File: src/rtl/prog_loader_if.sv
// Host-side byte stream into the program loader: valid/ready handshake.
interface prog_loader_if #(
    parameter int DATA_W = 8
);
    logic [DATA_W-1:0] in_data;
    logic              in_valid;
    logic              in_ready;

    modport master (output in_data, output in_valid, input in_ready);
    modport slave  (input in_data, input in_valid, output in_ready);
endinterface

File: src/rtl/prog_loader.sv
// Program loader: streams host words into program RAM at consecutive
// addresses while holding the CPU sequencer stopped.
module prog_loader #(
    parameter int ADDR_W = 8,
    parameter int DATA_W = 8
) (
    input  logic              clk,
    input  logic              rst,
    input  logic              start,
    input  logic [ADDR_W-1:0] base_addr,
    input  logic [ADDR_W-1:0] len,
    input  logic              abort,
    prog_loader_if.slave      host,
    output logic [ADDR_W-1:0] ram_addr,
    output logic [DATA_W-1:0] ram_din,
    output logic              ram_wr,
    output logic              cpu_hold,
    output logic              busy,
    output logic              done,
    output logic [DATA_W-1:0] checksum
);

    typedef enum logic [1:0] {
        IDLE,
        LOAD,
        WRITE,
        DONE
    } state_t;

    state_t            state;
    logic [ADDR_W-1:0] remaining;
    logic              in_ready_q;

    assign host.in_ready = in_ready_q;

    // Outputs are registered alongside the state, so each one is set to the
    // value belonging to the state being entered.
    always_ff @(posedge clk) begin
        if (rst) begin
            state      <= IDLE;
            remaining  <= '0;
            ram_addr   <= '0;
            ram_din    <= '0;
            checksum   <= '0;
            in_ready_q <= 1'b0;
            ram_wr     <= 1'b0;
            busy       <= 1'b0;
            cpu_hold   <= 1'b0;
            done       <= 1'b0;
        end else begin
            case (state)
                IDLE: begin
                    if (start) begin
                        checksum <= '0;
                        busy     <= 1'b1;
                        cpu_hold <= 1'b1;
                        if (len != '0) begin
                            ram_addr   <= base_addr;
                            remaining  <= len;
                            in_ready_q <= 1'b1;
                            state      <= LOAD;
                        end else begin
                            done  <= 1'b1;
                            state <= DONE;
                        end
                    end
                end
                LOAD: begin
                    // Abort wins over a simultaneous handshake: that word is dropped.
                    if (abort) begin
                        in_ready_q <= 1'b0;
                        busy       <= 1'b0;
                        cpu_hold   <= 1'b0;
                        state      <= IDLE;
                    end else if (host.in_valid) begin
                        ram_din    <= host.in_data;
                        checksum   <= checksum + host.in_data;
                        in_ready_q <= 1'b0;
                        ram_wr     <= 1'b1;
                        state      <= WRITE;
                    end
                end
                WRITE: begin
                    ram_wr    <= 1'b0;
                    ram_addr  <= ram_addr + ADDR_W'(1);
                    remaining <= remaining - ADDR_W'(1);
                    if (abort) begin
                        busy     <= 1'b0;
                        cpu_hold <= 1'b0;
                        state    <= IDLE;
                    end else if (remaining == ADDR_W'(1)) begin
                        done  <= 1'b1;
                        state <= DONE;
                    end else begin
                        in_ready_q <= 1'b1;
                        state      <= LOAD;
                    end
                end
                DONE: begin
                    done     <= 1'b0;
                    busy     <= 1'b0;
                    cpu_hold <= 1'b0;
                    state    <= IDLE;
                end
                default: begin
                    state <= IDLE;
                end
            endcase
        end
    end

endmodule

File: src/flat_wrapper.sv
// flat-port wrapper written by rule: the top's interface ports become plain ports
module prog_loader_flat 
#(
    parameter int ADDR_W = 8,
    parameter int DATA_W = 8
)
  (clk, rst, start, base_addr, len, abort, ram_addr, ram_din, ram_wr, cpu_hold, busy, done, checksum, host_in_data, host_in_valid, host_in_ready);
  prog_loader_if #(.DATA_W(DATA_W)) host_i ();
  input  logic clk;
  input  logic rst;
  input  logic start;
  input  logic [ADDR_W-1:0] base_addr;
  input  logic [ADDR_W-1:0] len;
  input  logic abort;
  output logic [ADDR_W-1:0] ram_addr;
  output logic [DATA_W-1:0] ram_din;
  output logic ram_wr;
  output logic cpu_hold;
  output logic busy;
  output logic done;
  output logic [DATA_W-1:0] checksum;
  input wire logic [$bits(host_i.in_data)-1:0] host_in_data;
  input wire logic [$bits(host_i.in_valid)-1:0] host_in_valid;
  output wire logic [$bits(host_i.in_ready)-1:0] host_in_ready;
  assign host_i.in_data = host_in_data;
  assign host_i.in_valid = host_in_valid;
  assign host_in_ready = host_i.in_ready;
  prog_loader #(.ADDR_W(ADDR_W), .DATA_W(DATA_W)) u_core (.clk(clk), .rst(rst), .start(start), .base_addr(base_addr), .len(len), .abort(abort), .host(host_i), .ram_addr(ram_addr), .ram_din(ram_din), .ram_wr(ram_wr), .cpu_hold(cpu_hold), .busy(busy), .done(done), .checksum(checksum));
endmodule
File: config.mk
export PLATFORM = sky130hd
export DESIGN_NAME = prog_loader_flat
export DESIGN_NICKNAME = d
export VERILOG_FILES = /design/src/rtl/prog_loader_if.sv /design/src/rtl/prog_loader.sv /design/src/flat_wrapper.sv
export SDC_FILE = /design/constraint.sdc
export NUM_CORES = 1
export LEC_CHECK = 0
export ABC_CLOCK_PERIOD_IN_PS = 3360
export CORE_MARGIN = 10
export CORE_UTILIZATION = 53
export DETAILED_ROUTE_END_ITERATION = 8
export PLACE_DENSITY_LB_ADDON = 0.1
export REMOVE_ABC_BUFFERS = 1
export SLEW_MARGIN = 20
export SYNTH_ARGS = -nofsm -noshare
export SYNTH_HDL_FRONTEND = slang
export SYNTH_SLANG_ARGS = --single-unit
File: constraint.sdc
create_clock -name clk -period 3.36 [get_ports clk]
set_input_delay 0.504 -clock clk [delete_from_list [all_inputs] [get_ports clk]]
set_output_delay 0.504 -clock clk [all_outputs]
set_load 0.01 [all_outputs]
==> results_tabular.tex <==
\begin{tabular}{lr}
\hline
Metric & Value \\
\hline
\multicolumn{2}{l}{\textbf{Final layout}} \\
\quad Synth-to-layout area growth & 27.7\% \\
\quad Antenna cell count & 0 \\
\quad Final-layout fill cell count & 352 \\
\quad Final-stage net count & 374 \\
\quad Fraction of layout cells with a size suffix above 1 & 7.25\% \\
\multicolumn{2}{l}{\textbf{Run}} \\
\quad Number of maximum-capacitance constraint violations & 0 \\
\multicolumn{2}{l}{\textbf{Placed design}} \\
\quad Number of input and output port buffers inserted & 57 \\
\quad Gpl congestion & 0.856 \\
\quad Detailed Place HPWL & 4380 microns \\
\multicolumn{2}{l}{\textbf{Power and ir drop}} \\
\quad Register share of total power & 39.5\% \\
\quad NetSw & 0.496 mW \\
\quad Relative contribution of combinational cells to total power & 36.9\% \\
\quad Highest ir drop seen on vdd & 0.297 mV \\
\quad Leakage power & 1.18 nW \\
\quad Int Power & 0.919 mW \\
\quad Clock power frac & 23.6\% \\
\quad Fraction of power spent switching nets & 35.1\% \\
\quad Total power density per cell area & 468 mW/mm\^{}2 \\
\multicolumn{2}{l}{\textbf{Worst setup path}} \\
\quad Ordered cell list for the critical path & clkdlybuf4s50\_1 > ha\_1 > fa\_1 > a21o\_1 > a21oi\_1 > o211ai\_1 > xor2\_1 > a22o\_1 \\
\quad Kind of cell adding the most delay to the critical path & compound AO/OA/AOI/OAI gates \\
\quad Startpoint class of the critical path & primary input \\
\quad Number of cells on the worst reg-to-reg path & 7 \\
\quad Max FO, Critical Path & 3 \\
\quad Slowest cell on the critical path & clkdlybuf4s50\_1 \\
\quad Launch instance of the worst register-to-register path & u\_core.state[1]\$\_SDFFE\_PP0P\_ \\
\quad Required time of the critical path & 3.55 ns \\
\quad WP data arrival & 2.50 ns \\
\quad Element type at the critical path end & flop \\
\quad Worst Path Buf+Inv & 1 \\
\quad Reg-to-reg critical path endpoint & u\_core.checksum[6]\$\_SDFFE\_PP0P\_ \\
\quad Worst stage delay on the critical path & 0.43 ns \\
\quad Worst setup path category & in -> reg \\
\quad Reg2Reg Setup Slack & 1.17 ns \\
\multicolumn{2}{l}{\textbf{Route}} \\
\quad Overall routed net length & 5950 microns \\
\quad Vias per std cell & 5.60 \\
\quad Residual DRC count & 0 \\
\quad Number of DRC violations after detailed-routing iteration 0 & 94 \\
\quad Vias after detailed routing & 2144 \\
\quad First-pass detailed-route iteration total & 4 \\
\quad WL per Instance & 15.5 microns \\
\quad Post-detailed-route count of antenna-violating nets & 0 \\
\multicolumn{2}{l}{\textbf{Clock tree}} \\
\quad H-tree level count & 2 \\
\quad Maximum root-to-sink buffer count & 2 \\
\quad Count of buffers added by post-CTS timing repair for setup & 0 \\
\quad Clock Sinks & 38 \\
\quad TritonCTS clock tree & done \\
\quad Hold Buf Count CTS & 0 \\
\quad Number of gates given a new drive strength after cts & 0 \\
\quad Number of buffers inserted during clock tree synthesis & 5 \\
\quad Clock slew at the register clock pins of the worst setup and hold paths & 0.08 ns \\
\quad Clock latency at the later pin of the worst-skew pair & 0.29 ns \\
\quad Cell at the root of the clock tree & clkbuf\_8 \\
\multicolumn{2}{l}{\textbf{Floorplan}} \\
\quad Placeable core region & 0.00432 sq mm \\
\quad Rows & 24 \\
\quad I/O pin total & 58 \\
\quad Total Die Area & 0.00753 sq mm \\
\quad Initial Util & 54.7\% \\
\quad Overall die width & 86.8 microns \\
\quad Die extent in y & 86.8 microns \\
\multicolumn{2}{l}{\textbf{Worst hold path}} \\
\quad Hold Crit Start & u\_core.ram\_wr\$\_SDFFE\_PP0P\_ \\
\quad Class of the tightest hold or removal check & reg -> reg \\
\quad Destination of the worst hold path & u\_core.ram\_wr\$\_SDFFE\_PP0P\_ \\
\quad Worst Hold Path Cells & 2 \\
\multicolumn{2}{l}{\textbf{GRT}} \\
\quad Via count of the first global-routing pass & 2208 \\
\quad Total congestion overflow & 0 \\
\quad Initial antenna violation count & 0 \\
\quad GRT Overall Usage & 16.6\% \\
\quad Largest net degree at the start of global routing & 48 \\
\quad First-pass GRT wire length & 10400 microns \\
\multicolumn{2}{l}{\textbf{Synth}} \\
\quad Post-Synthesis Cells & 278 \\
\quad Synth Register Bits & 38 \\
\quad Share of synthesized flip-flops with an asynchronous set or reset & 0\% \\
\quad Fraction of synthesized area in multiplexers & 3.81\% \\
\quad Largest family of logic cells by synthesized area & compound AO/OA/AOI/OAI gates \\
\quad Warning count from the yosys run & 0 \\
\quad Synth Cell Area & 0.00236 sq mm \\
\quad Library cell with the largest summed area after synthesis & dfxtp\_1 \\
\quad Distinct cells, synth & 58 \\
\quad Post-Synthesis Mean Instance Area & 8.51 sq um \\
\quad Post-synthesis adder-cell area fraction & 8.25\% \\
\quad Cell with the most instances after synthesis & dfxtp\_1 \\
\quad Dominant register cell in the synthesized netlist & dfxtp\_1 \\
\quad Sequential cell area fraction in the yosys report & 32.2\% \\
\quad Most frequent cells after synthesis & dfxtp\_1, nor2\_1, a21oi\_1, nand2\_1, ha\_1 \\
\quad Share of the synthesized area in the top cell type & 32.2\% \\
\quad Number of synthesized flops with an enable pin & 0 \\
\quad Top cells by area in the synthesized netlist & dfxtp\_1, ha\_1, a21oi\_1 \\
\quad Xor and xnor area share after synthesis & 1.85\% \\
\quad Synth Area in Compound Gates & 24.4\% \\
\quad Fraction of the mapped netlist area in simple logic gates & 23.6\% \\
\multicolumn{2}{l}{\textbf{STA}} \\
\quad Post-Route Hold Slack & 0.489 ns \\
\quad Final worst-path cycle share & 68.7\% \\
\quad Unrepaired setup endpoints after global routing & no \\
\quad Finish-stage setup viols & 0 \\
\quad FMAX & 433 MHz \\
\quad Final sum of negative setup slack & 0 ns \\
\quad Number of failing hold endpoints at the final stage & 0 \\
\quad Shortest clock period the worst path allows after layout & 2.31 ns \\
\quad Actual transition at the worst max-transition pin & 0.480 ns \\
\quad Clock Skew & 0.00354 ns \\
\quad Worst slew margin relative to its limit & 67.8\% \\
\quad Slew Viols, Final & 0 \\
\multicolumn{2}{l}{\textbf{Status}} \\
\quad Outcome & completed \\
\hline
\end{tabular}
through the flow:
stage               util (%)  cell area (sq um)  instances  setup WS (ns)  power [mW]
floorplan                  -               2270        263           1.14       0.886
global placement        67.7               2930        375          0.836        1.08
detailed placement      67.7               2930        375          0.763        1.09
CTS                     69.8               3020        383           1.08        1.42
global route            69.8               3020        383          0.938        1.52
finish                  69.8               3020        383           1.05        1.41
cells in the final DEF (no fill, tap or decap), types with 4 or more instances in the layout:
master	n
o211ai_1	6
nor2b_1	13
dfxtp_1	38
nand3_1	9
o21ai_0	12
nand2_1	22
inv_1	12
nor2_1	24
o21ai_1	9
a211oi_1	4
and2_1	4
mux2i_1	9
ha_1	14
a21oi_1	23
clkdlybuf4s50_1	57
clkbuf_8	6
power groups by stage:
stage                     Clock (mW)  Sequential, mW  Combinational [mW]
after floorplan                    0           0.577               0.308
after global placement             0           0.567               0.510
after detailed placement           0           0.570               0.521
after CTS                      0.340           0.560               0.525
after global routing           0.364           0.569               0.588
final                          0.333           0.559               0.522
metal layers:
layer  up-vias  track usage, %  part of all wire [%]
li1       1104               -                     -
met1       983            19.9                    46
met2        46            26.8                    47
met3        11            5.63                   5.7
met4         0            5.60                   2.0
met5         -               0                     0
layout make-up:
type / count / area, sq um / area share [%]
timing repair buffer: 60 / 593 / 19.6
tap: 52 / 65.1 / 2.15
clock inverter: 1 / 5.00 / 0.166
multi-input combinational: 213 / 1470 / 48.5
clock buffer: 7 / 86.3 / 2.86
sequential: 38 / 761 / 25.2
inverter: 12 / 45.0 / 1.49
sequential cells by signal (all words and copies together), names as in the netlist:
| signal | cells |
|---|---|
| u_core.remaining | 8 |
| u_core.ram_din | 8 |
| u_core.cpu_hold | 1 |
| u_core.done | 1 |
| u_core.checksum | 8 |
| u_core.state | 2 |
| u_core.ram_addr | 8 |
| u_core.ram_wr | 1 |
| u_core.host.in_ready | 1 |
how the worst max path moves through the flow:
stage,startpoint,to,slack (ns),cells after the start
after floorplan,u_core.state[0]$_SDFFE_PP0P_,u_core.remaining[0]$_SDFFE_PP0P_,1.14,6
after global placement,host_in_data[0],u_core.checksum[6]$_SDFFE_PP0P_,0.84,8
after detailed placement,host_in_data[0],u_core.checksum[6]$_SDFFE_PP0P_,0.76,8
after CTS,host_in_data[0],u_core.checksum[6]$_SDFFE_PP0P_,1.08,8
after global routing,host_in_data[0],u_core.checksum[6]$_SDFFE_PP0P_,0.94,8
final,host_in_data[0],u_core.checksum[6]$_SDFFE_PP0P_,1.05,8
worst reg2reg max path: cells and delay by family (launching register included):
| kind | cells | cell delay [ns] |
|---|---|---|
| fa+ha+maj | 1 | 0.44 |
| flops | 1 | 0.34 |
| compound gates | 2 | 0.72 |
| simple gates | 2 | 0.25 |
| buf+inv | 2 | 0.33 |
cells by family after synthesis:
kind of cell | after synthesis
simple gates | 98
xor+xnor | 5
fa+ha+maj | 15
buf+inv | 27
flops | 38
mux | 9
compound gates | 86
Note: power is estimated with default switching activity, not from simulation.
